[config.mk]
export PLATFORM = sky130hd
export DESIGN_NAME = fp_from_int_arbiter
export DESIGN_NICKNAME = d
export VERILOG_FILES = /design/src/rtl/fp_from_int_arbiter.sv
export SDC_FILE = /design/constraint.sdc
export NUM_CORES = 1
export LEC_CHECK = 0
export CAP_MARGIN = 20
export CORE_ASPECT_RATIO = 0.9
export CORE_MARGIN = 2
export CORE_UTILIZATION = 60
export DETAILED_ROUTE_END_ITERATION = 16
export PLACE_DENSITY_LB_ADDON = 0.2
export SETUP_SLACK_MARGIN = 0.02
export SLEW_MARGIN = 20
export SYNTH_ARGS = -nofsm -noshare
export SYNTH_HDL_FRONTEND = slang
export SYNTH_SLANG_ARGS = --single-unit
[constraint.sdc]
create_clock -name clk -period 8.9 [get_ports clk]
set_clock_uncertainty 0.05 [all_clocks]
set_input_delay 1.78 -clock clk [delete_from_list [all_inputs] [get_ports clk]]
set_output_delay 1.78 -clock clk [all_outputs]
set_load 0.02 [all_outputs]
[src/rtl/fp_from_int_arbiter.sv]
// -----------------------------------------------------------------------------
// fp_from_int_arbiter
//   Shares one fixed-latency int-to-float conversion unit between NUM_REQ
//   requesters. A round-robin arbiter issues at most one operand per cycle.
//   A tracking shift register runs alongside the conversion unit and carries
//   {valid, requester index, tag}. When a result emerges it is written into
//   that requester's response FIFO. Each requester has a credit count, which
//   is in-flight requests plus FIFO occupancy. A requester is only granted
//   while its credit is below FIFO_DEPTH, so a FIFO write never finds the
//   FIFO full.
//
//   Parameters: NUM_REQ, LATENCY (conversion unit latency), TAG_W, and
//   FIFO_DEPTH. FIFO_DEPTH must be a power of 2 and at least LATENCY+1.
//
// Ports:
//   clk, areset           clock, synchronous active-high reset
//   req_valid/req_ready   per-requester request handshake (ready is one-hot)
//   req_data              NUM_REQ x 33-bit signed operands
//   req_tag               NUM_REQ x TAG_W tags
//   conv_a                operand to the conversion unit (0 when no grant)
//   conv_q                conversion result, LATENCY cycles after conv_a
//   resp_valid/resp_ready per-requester response handshake
//   resp_data/resp_tag    per-requester FIFO head (float result and tag)
//   busy                  any request in flight or any FIFO non-empty
// -----------------------------------------------------------------------------
module fp_from_int_arbiter #(
  parameter int NUM_REQ    = 4,
  parameter int LATENCY    = 7,
  parameter int TAG_W      = 4,
  parameter int FIFO_DEPTH = 8
) (
  input  logic                       clk,
  input  logic                       areset,
  input  logic [NUM_REQ-1:0]         req_valid,
  output logic [NUM_REQ-1:0]         req_ready,
  input  logic [NUM_REQ*33-1:0]      req_data,
  input  logic [NUM_REQ*TAG_W-1:0]   req_tag,
  output logic [32:0]                conv_a,
  input  logic [31:0]                conv_q,
  output logic [NUM_REQ-1:0]         resp_valid,
  input  logic [NUM_REQ-1:0]         resp_ready,
  output logic [NUM_REQ*32-1:0]      resp_data,
  output logic [NUM_REQ*TAG_W-1:0]   resp_tag,
  output logic                       busy
);

  localparam int IDX_W = (NUM_REQ > 1) ? $clog2(NUM_REQ) : 1;
  localparam int PTR_W = $clog2(FIFO_DEPTH);
  localparam int CNT_W = $clog2(FIFO_DEPTH + 1);

  logic [IDX_W-1:0]   rr_q, rr_d;
  logic [NUM_REQ-1:0] eligible;
  logic [NUM_REQ-1:0] grant_vec;
  logic               grant_any;
  logic [IDX_W-1:0]   grant_idx;
  logic [NUM_REQ-1:0] fifo_wr;
  logic [NUM_REQ-1:0] resp_hs;
  logic [NUM_REQ-1:0] credit_busy;

  logic               trk_vld_q [LATENCY];
  logic [IDX_W-1:0]   trk_idx_q [LATENCY];
  logic [TAG_W-1:0]   trk_tag_q [LATENCY];

  // Round-robin search that starts at rr_q and wraps past NUM_REQ-1.
  // The first eligible index found wins.
  always_comb begin : p_grant
    int idx;
    grant_any = 1'b0;
    grant_idx = '0;
    grant_vec = '0;
    idx       = 0;
    for (int k = 0; k < NUM_REQ; k++) begin
      idx = int'(rr_q) + k;
      if (idx >= NUM_REQ) idx = idx - NUM_REQ;
      if (!grant_any && eligible[IDX_W'(idx)]) begin
        grant_any = 1'b1;
        grant_idx = IDX_W'(idx);
      end
    end
    if (grant_any) grant_vec[grant_idx] = 1'b1;
  end

  always_comb begin
    rr_d = rr_q;
    if (grant_any) begin
      rr_d = (grant_idx == IDX_W'(NUM_REQ - 1)) ? '0 : grant_idx + 1'b1;
    end
  end

  assign req_ready = grant_vec;
  assign conv_a    = grant_any ? req_data[grant_idx*33 +: 33] : 33'd0;
  assign busy      = !areset && (|credit_busy);

  always_ff @(posedge clk) begin
    if (areset) rr_q <= '0;
    else        rr_q <= rr_d;
  end

  // The tracking pipeline advances every cycle, matching the conversion
  // unit, which never stalls. Only the valids need a reset; index and tag
  // are ignored whenever their stage is not valid.
  always_ff @(posedge clk) begin
    if (areset) begin
      for (int s = 0; s < LATENCY; s++) trk_vld_q[s] <= 1'b0;
    end else begin
      trk_vld_q[0] <= grant_any;
      for (int s = 1; s < LATENCY; s++) trk_vld_q[s] <= trk_vld_q[s-1];
    end
  end

  always_ff @(posedge clk) begin
    trk_idx_q[0] <= grant_idx;
    trk_tag_q[0] <= req_tag[grant_idx*TAG_W +: TAG_W];
    for (int s = 1; s < LATENCY; s++) begin
      trk_idx_q[s] <= trk_idx_q[s-1];
      trk_tag_q[s] <= trk_tag_q[s-1];
    end
  end

  genvar gi;
  generate
    for (gi = 0; gi < NUM_REQ; gi++) begin : g_req
      logic [CNT_W-1:0]     credit_q, credit_d;
      logic [PTR_W:0]       wr_ptr_q, rd_ptr_q;
      logic [TAG_W+31:0]    fifo_mem_q [FIFO_DEPTH];
      logic                 fifo_empty, fifo_full;

      assign eligible[gi] = !areset && req_valid[gi] &&
                            (credit_q < CNT_W'(FIFO_DEPTH));
      assign fifo_wr[gi]  = trk_vld_q[LATENCY-1] &&
                            (trk_idx_q[LATENCY-1] == IDX_W'(gi));

      // The extra pointer bit tells a full FIFO from an empty one.
      assign fifo_empty = (wr_ptr_q == rd_ptr_q);
      assign fifo_full  = (wr_ptr_q[PTR_W] != rd_ptr_q[PTR_W]) &&
                          (wr_ptr_q[PTR_W-1:0] == rd_ptr_q[PTR_W-1:0]);

      assign resp_valid[gi] = !areset && !fifo_empty;
      assign resp_hs[gi]    = resp_valid[gi] && resp_ready[gi];
      assign {resp_tag[gi*TAG_W +: TAG_W], resp_data[gi*32 +: 32]} =
        fifo_mem_q[rd_ptr_q[PTR_W-1:0]];

      // When a grant and a response handshake happen in the same cycle,
      // they cancel out.
      always_comb begin
        credit_d = credit_q + CNT_W'(grant_vec[gi]) - CNT_W'(resp_hs[gi]);
      end

      assign credit_busy[gi] = (credit_q != '0);

      always_ff @(posedge clk) begin
        if (areset) begin
          credit_q <= '0;
          wr_ptr_q <= '0;
          rd_ptr_q <= '0;
        end else begin
          credit_q <= credit_d;
          if (fifo_wr[gi]) wr_ptr_q <= wr_ptr_q + 1'b1;
          if (resp_hs[gi]) rd_ptr_q <= rd_ptr_q + 1'b1;
        end
      end

      always_ff @(posedge clk) begin
        if (fifo_wr[gi]) begin
          fifo_mem_q[wr_ptr_q[PTR_W-1:0]] <= {trk_tag_q[LATENCY-1], conv_q};
        end
      end

      a_no_overflow: assert property (@(posedge clk) disable iff (areset)
        fifo_wr[gi] |-> !fifo_full)
        else $error("response FIFO %0d written while full", gi);
    end
  endgenerate

endmodule

==> results of run 1 <==
-- worst min-delay path by stage --
| stage | start | to | slack (ps) |
|---|---|---|---|
| global placement | trk_idx_q[4][0] | trk_idx_q[5][0] | 260 |
| CTS | trk_tag_q[2][1] | trk_tag_q[3][1] | 270 |
| floorplan | trk_idx_q[0][0] | trk_idx_q[1][0] | 260 |
| finish | trk_tag_q[5][2] | trk_tag_q[6][2] | 270 |
| global route | trk_tag_q[3][0] | trk_tag_q[4][0] | 280 |
| detailed placement | trk_idx_q[1][1] | trk_idx_q[2][1] | 260 |
-- routing by layer --
layer | vias up | global-route usage, % | share of wire (%)
met5 | - | 0 | 0
met4 | 0 | 10.9 | 3.9
met3 | 179 | 4.13 | 7.6
met2 | 1116 | 46.8 | 52
met1 | 12348 | 35.1 | 37
li1 | 10062 | - | -
-- cells by family (layout without fill, tap and decap cells) --
group / count (synthesis) / after routing / share of synthesized area [%]
buffers and inverters: 140 / 716 / 1.28
xor gates and xnor gates: 40 / 40 / 0.723
muxes: 520 / 520 / 18.6
and+or+nand+nor: 157 / 157 / 1.59
adders and majority gates: 36 / 36 / 0.992
AOI/OAI and AO/OA: 64 / 64 / 0.870
DFF: 1263 / 1263 / 76.0
other: 0 / 5 / 0
-- layout by cell type (no fill, tap or decap), drive strengths merged, types with 2 or more instances in the layout --
cell type      count
edfxtp          1152
clkdlybuf4s50    374
mux4             288
clkbuf           159
mux2             144
dfxtp            111
mux2i             88
buf               85
nor2              61
clkinv            49
o22ai             33
ha                32
inv               31
xnor2             30
nand2             28
nand2b            16
nor2b             15
bufinv            13
xor2              10
and2               9
a21oi              9
nor3               8
diode              5
o21ai              5
nand3              5
clkinvlp           5
a41oi              4
a21o               4
and3               4
fa                 4
a31oi              3
and3b              2
nand4              2
nor4b              2
o211ai             2
-- power groups by stage --
stage | registers (mW) | logic, mW | clock network, mW
floorplan | 6.71 | 0.226 | 0
global placement | 6.71 | 0.552 | 0
detailed placement | 6.71 | 0.571 | 0
CTS | 6.58 | 0.574 | 5.14
global route | 6.59 | 0.609 | 5.36
finish | 6.58 | 0.572 | 5.07
-- critical path, stage by stage --
cell,delay (ps)
clkdlybuf4s50_1,480
nor2b_1,180
o211ai_1,160
a21oi_4,620
buf_4,490
mux2i_1,150
o22ai_1,170
clkdlybuf4s50_1,630
-- registers in the layout, summed over array words and instances (netlist names), named ones only --
| signal | count |
|---|---|
| g_req.wr_ptr_q | 16 |
| trk_idx_q | 14 |
| g_req.fifo_mem_q | 1152 |
| trk_tag_q | 28 |
| g_req.rd_ptr_q | 16 |
| g_req.credit_q | 16 |
| rr_q | 2 |
| trk_vld_q | 7 |
-- cell type report --
cell class                      count  area share (%)
Sequential cell                  1263            63.6
Clock inverter                     68            1.15
Timing Repair Buffer              459            7.62
Multi-Input combinational cell    817            19.4
Antenna cell                        5          0.0216
Clock buffer                      159            5.69
Inverter                           30           0.194
Tap cell                         1050            2.27
-- metrics by stage --
stage                     worst slack (ps)  hold WS [ps]  power (mW)  util [%]  area, um2
after CTS                             2380           275        12.3      72.6      57900
after detailed placement              2370           262        7.28      67.6      53900
after global placement                2440           260        7.26      67.6      53900
final                                 2370           274        12.2      72.6      57900
after global routing                  2190           279        12.6      72.6      57900
after floorplan                       3940           260        6.94         -      48400
==> results.yml, run 1 <==
global_routing:
  grt-ovfl-total: 0
  grt_pass1_vias: 25059
  antenna_found_initial: 4
  grt_pass1_wl_um: 161000
  track_usage_pct: 27.2
  grt_max_degree: 73
clocking:
  clk-insertion-delay-late_ps: 680
  h-tree-depth: 3
  clock-sinks: 1263
  hold_buffers: 0
  cts_made_buffers: 120
  clk_pin_slew_ps: 60
  cts_setup_buffers: 0
  cts_root_buf: "clkbuf_16"
  cts_tree: "yes"
  clk_path_buf_depth: 3
  ctsResizeCount: 0
cells_and_area:
  layout.cells.non_filler: 3851
  drive_gt1_share_pct: 26.7
  multi_input_area_mm2: 0.0112
  fillers: 4477
  final-seq-area_mm2: 0.0368
  fin_nets: 2917
  area_growth_pct: 19.5
drt:
  wl_per_cell_um: 28.7
  firstDrtPassIters: 5
  drcViolationCount: 0
  vias: 23705
  routed_wl_um: 110000
  postRouteAntennaNets: 0
  drt_first_iter_violations: 2367
  routed_via_density: 6.16
synth:
  synthFlopType: "edfxtp_1"
  ys_async_sr_fraction_pct: 0
  synth_top_area_share_pct: 71.4
  syn_nets: 2446
  syn_inst: 2220
  synth_edf_count: 1152
  yosysWarnings: 0
  synth.top_cells.by_area: "edfxtp_1 71%, mux4_2 13%, dfxtp_1 4.6%, mux2_2 3.3%, mux2i_1 1.8%"
  synth_common_cells: "1,152 x edfxtp_1, 288 x mux4_2, 144 x mux2_2"
  synth.avg_cell_area_um2: 21.8
  synth_cell_types: 45
  ys_seq_area_share_pct: 76.0
  yosys.cell_count.top_type: "edfxtp_1"
  netlist_area_mm2: 0.0484
  ys_ff_latch: 1263
  synth_top_area_cell: "edfxtp_1"
floorplan:
  die_w_um: 304
  rows: 98
  io_pins: 376
  die_area_mm2: 0.0830
  design.core.area_mm2: 0.0797
  die_h_um: 274
  start_util_pct: 60.8
power:
  cellLeakagePower_nw: 18.2
  p_comb_share_pct: 4.7
  clockPowerShare_pct: 41.5
  intPower_mw: 9.76
  p_sw_share_pct: 20.2
  p_switching_mw: 2.47
  power_density_mw_per_mm2: 211
  pwr-share-seq_pct: 53.8
  ir_worst_vdd_uv: 159
sta:
  slew_headroom_pct: 26.9
  final.setup.tns_ps: 0
  max_freq_ghz: 0.153
  fin_crit_sh_pct: 73.4
  slew_viol_final: 0
  fin_crit_ps: 6530
  finalHoldViolations: 0
  setup_violations: 0
  tightest_slew_ps: 1100
  grt_setup_unrepaired: "no"
job:
  drv_cap: 0
place:
  dp_hpwl_um: 61300
  place_inst: 3619
  io_buffers: 375
  place_congestion: 0.976
critical_path:
  r2r_end: "g_req[1].credit_q[2]"
  crit_start: "req_valid[2]"
  required_ps: 7070
  cp-end-kind: "primary output"
  worstRegToRegCells: 11
  cp_max_fo: 26
  start_kind: "input pin"
  path_class: "in2out"
  endpoint: "conv_a[4]"
  cp.arrival_ps: 4700
  r2r_slack_ps: 5610
  worstReg2RegStart: "g_req[1].credit_q[3]"
status:
  outcome: "finished clean"
min_path:
  hp-class: "reg2reg"
  hold_depth: 0
(Power assumes the default switching activity.)
==> run 2, diff against run 1 <==
CORE_UTILIZATION = 58   (was 60)
clock period = 6.49 ns   (was 8.9 ns; I/O delays follow)
==> results.yml, run 2 (synthesis results as in run 1) <==
cells_and_area:
  fin_nets: 2923
  drive_gt1_share_pct: 26.4
  fin_util_pct: 70.0
  final-seq-area_mm2: 0.0368
  fillers: 4845
  stdcell_area_mm2: 0.0579
  largest_reg_flops: 1152
  layout_common_cells: "1,152 x edfxtp_1, 374 x clkdlybuf4s50_1, 288 x mux4_2"
  multi_input_area_mm2: 0.0112
  final_common_cell: "edfxtp_1"
  area_growth_pct: 19.5
critical_path:
  cp.arrival_ps: 4070
  required_ps: 5140
  cp-end-kind: "primary output"
  critPathSlowestCell: "clkdlybuf4s50_1"
  worstPathCellList: "clkdlybuf4s50_1 -> nor2b_1 -> o21ai_0 -> a32oi_1 -> o21a_1 -> buf_4 -> o22ai_1 -> clkdlybuf4s50_1"
  slowest_delay_ps: 590
  crit_path_frequent_cell: "clkdlybuf4s50_1"
  cp_max_fo: 28
  path_class: "in2out"
  start_kind: "input pin"
sta:
  fin_crit_ps: 5420
  slew_headroom_pct: 30.5
  tightest_slew_ps: 1040
  grt_setup_unrepaired: "no"
  setup_violations: 0
  final.setup.tns_ps: 0
  slew_viol_final: 0
  whs_ps: 272
  finalHoldViolations: 0
  max_freq_ghz: 0.184
  fin_crit_sh_pct: 83.6
global_routing:
  grt_pass1_vias: 24814
  grt_pass1_wl_um: 158000
  track_usage_pct: 25.7
  grt-ovfl-total: 0
  antenna_found_initial: 8
  grt_max_degree: 73
clocking:
  clk-insertion-delay-late_ps: 670
  cts_setup_buffers: 0
  cts_made_buffers: 120
  h-tree-depth: 3
  clock-sinks: 1263
  ctsResizeCount: 0
  clk_path_buf_depth: 3
  cts_tree: "yes"
  cts_root_buf: "clkbuf_16"
  clk_pin_slew_ps: 60
  hold_buffers: 0
floorplan:
  start_util_pct: 58.6
  rows: 100
  io_pins: 376
  design.core.area_mm2: 0.0827
  die_h_um: 278
  die_w_um: 309
  die_area_mm2: 0.0859
drt:
  drcViolationCount: 0
  wl_per_cell_um: 27.7
  routed_wl_um: 109000
  routed_via_density: 5.99
  vias: 23520
  postRouteAntennaNets: 0
  firstDrtPassIters: 5
  drt_first_iter_violations: 2129
place:
  place_congestion: 0.909
  placed_cell_area_mm2: 0.0540
  dp_hpwl_um: 61000
  io_buffers: 375
power:
  cellLeakagePower_nw: 18.2
  power_density_mw_per_mm2: 287
  ir_worst_vdd_uv: 225
min_path:
  hp-class: "reg2reg"
job:
  drv_cap: 0
status:
  outcome: "finished clean"
## run 2: path summary, 6_finish.rpt
kind | startpoint | endpoint | slack, ps | depth (start not counted)
worst max-delay path | req_valid[0] | conv_a[2] | 1070 | 8
worst max register to register | g_req[1].credit_q[3] | g_req[1].credit_q[2] | 3440 | 11
worst min register to register | trk_tag_q[5][3] | trk_tag_q[6][3] | 270 | 0
worst min-delay path | trk_tag_q[5][3] | trk_tag_q[6][3] | 270 | 0
## run 2: final cells by class
type | count | share of cell area, %
antenna | 5 | 0.0216
clock buffer | 160 | 5.75
clock inverter | 64 | 0.936
inverter | 30 | 0.194
multi-input combinational | 817 | 19.4
sequential | 1263 | 63.6
tap | 1122 | 2.42
timing repair buffer | 465 | 7.64
## run 2: per-layer routing
| layer | global-route usage (%) | share of wire, % | vias up |
|---|---|---|---|
| li1 | - | - | 10090 |
| met1 | 33.8 | 37 | 12224 |
| met2 | 42.7 | 51 | 1027 |
| met3 | 4.85 | 8.1 | 179 |
| met4 | 10.4 | 3.8 | 0 |
| met5 | 0 | 0 | - |
## run 2: per-stage QoR
stage          instances  power [mW]  worst slack [ps]
3_5_place_dp        3697        9.98              1090
3_3_place_gp        3697        9.94              1160
2_1_floorplan       2220        9.51              2490
6_report            3926        16.6              1070
5_1_grt             3925        17.1               938
4_1_cts             3921        16.7              1110
## run 2: worst max-delay path: cells and delay by family
kind,cells,cell delay (ps)
compound gates,4,1050
buf+inv,3,1500
simple gates,1,220
## run 2: power by group
part / internal, mW / switching (mW) / leakage [nW]
registers: 8.98 / 0.0642 / 11.3
clock network: 3.97 / 2.85 / 1.89
logic: 0.333 / 0.432 / 5.00
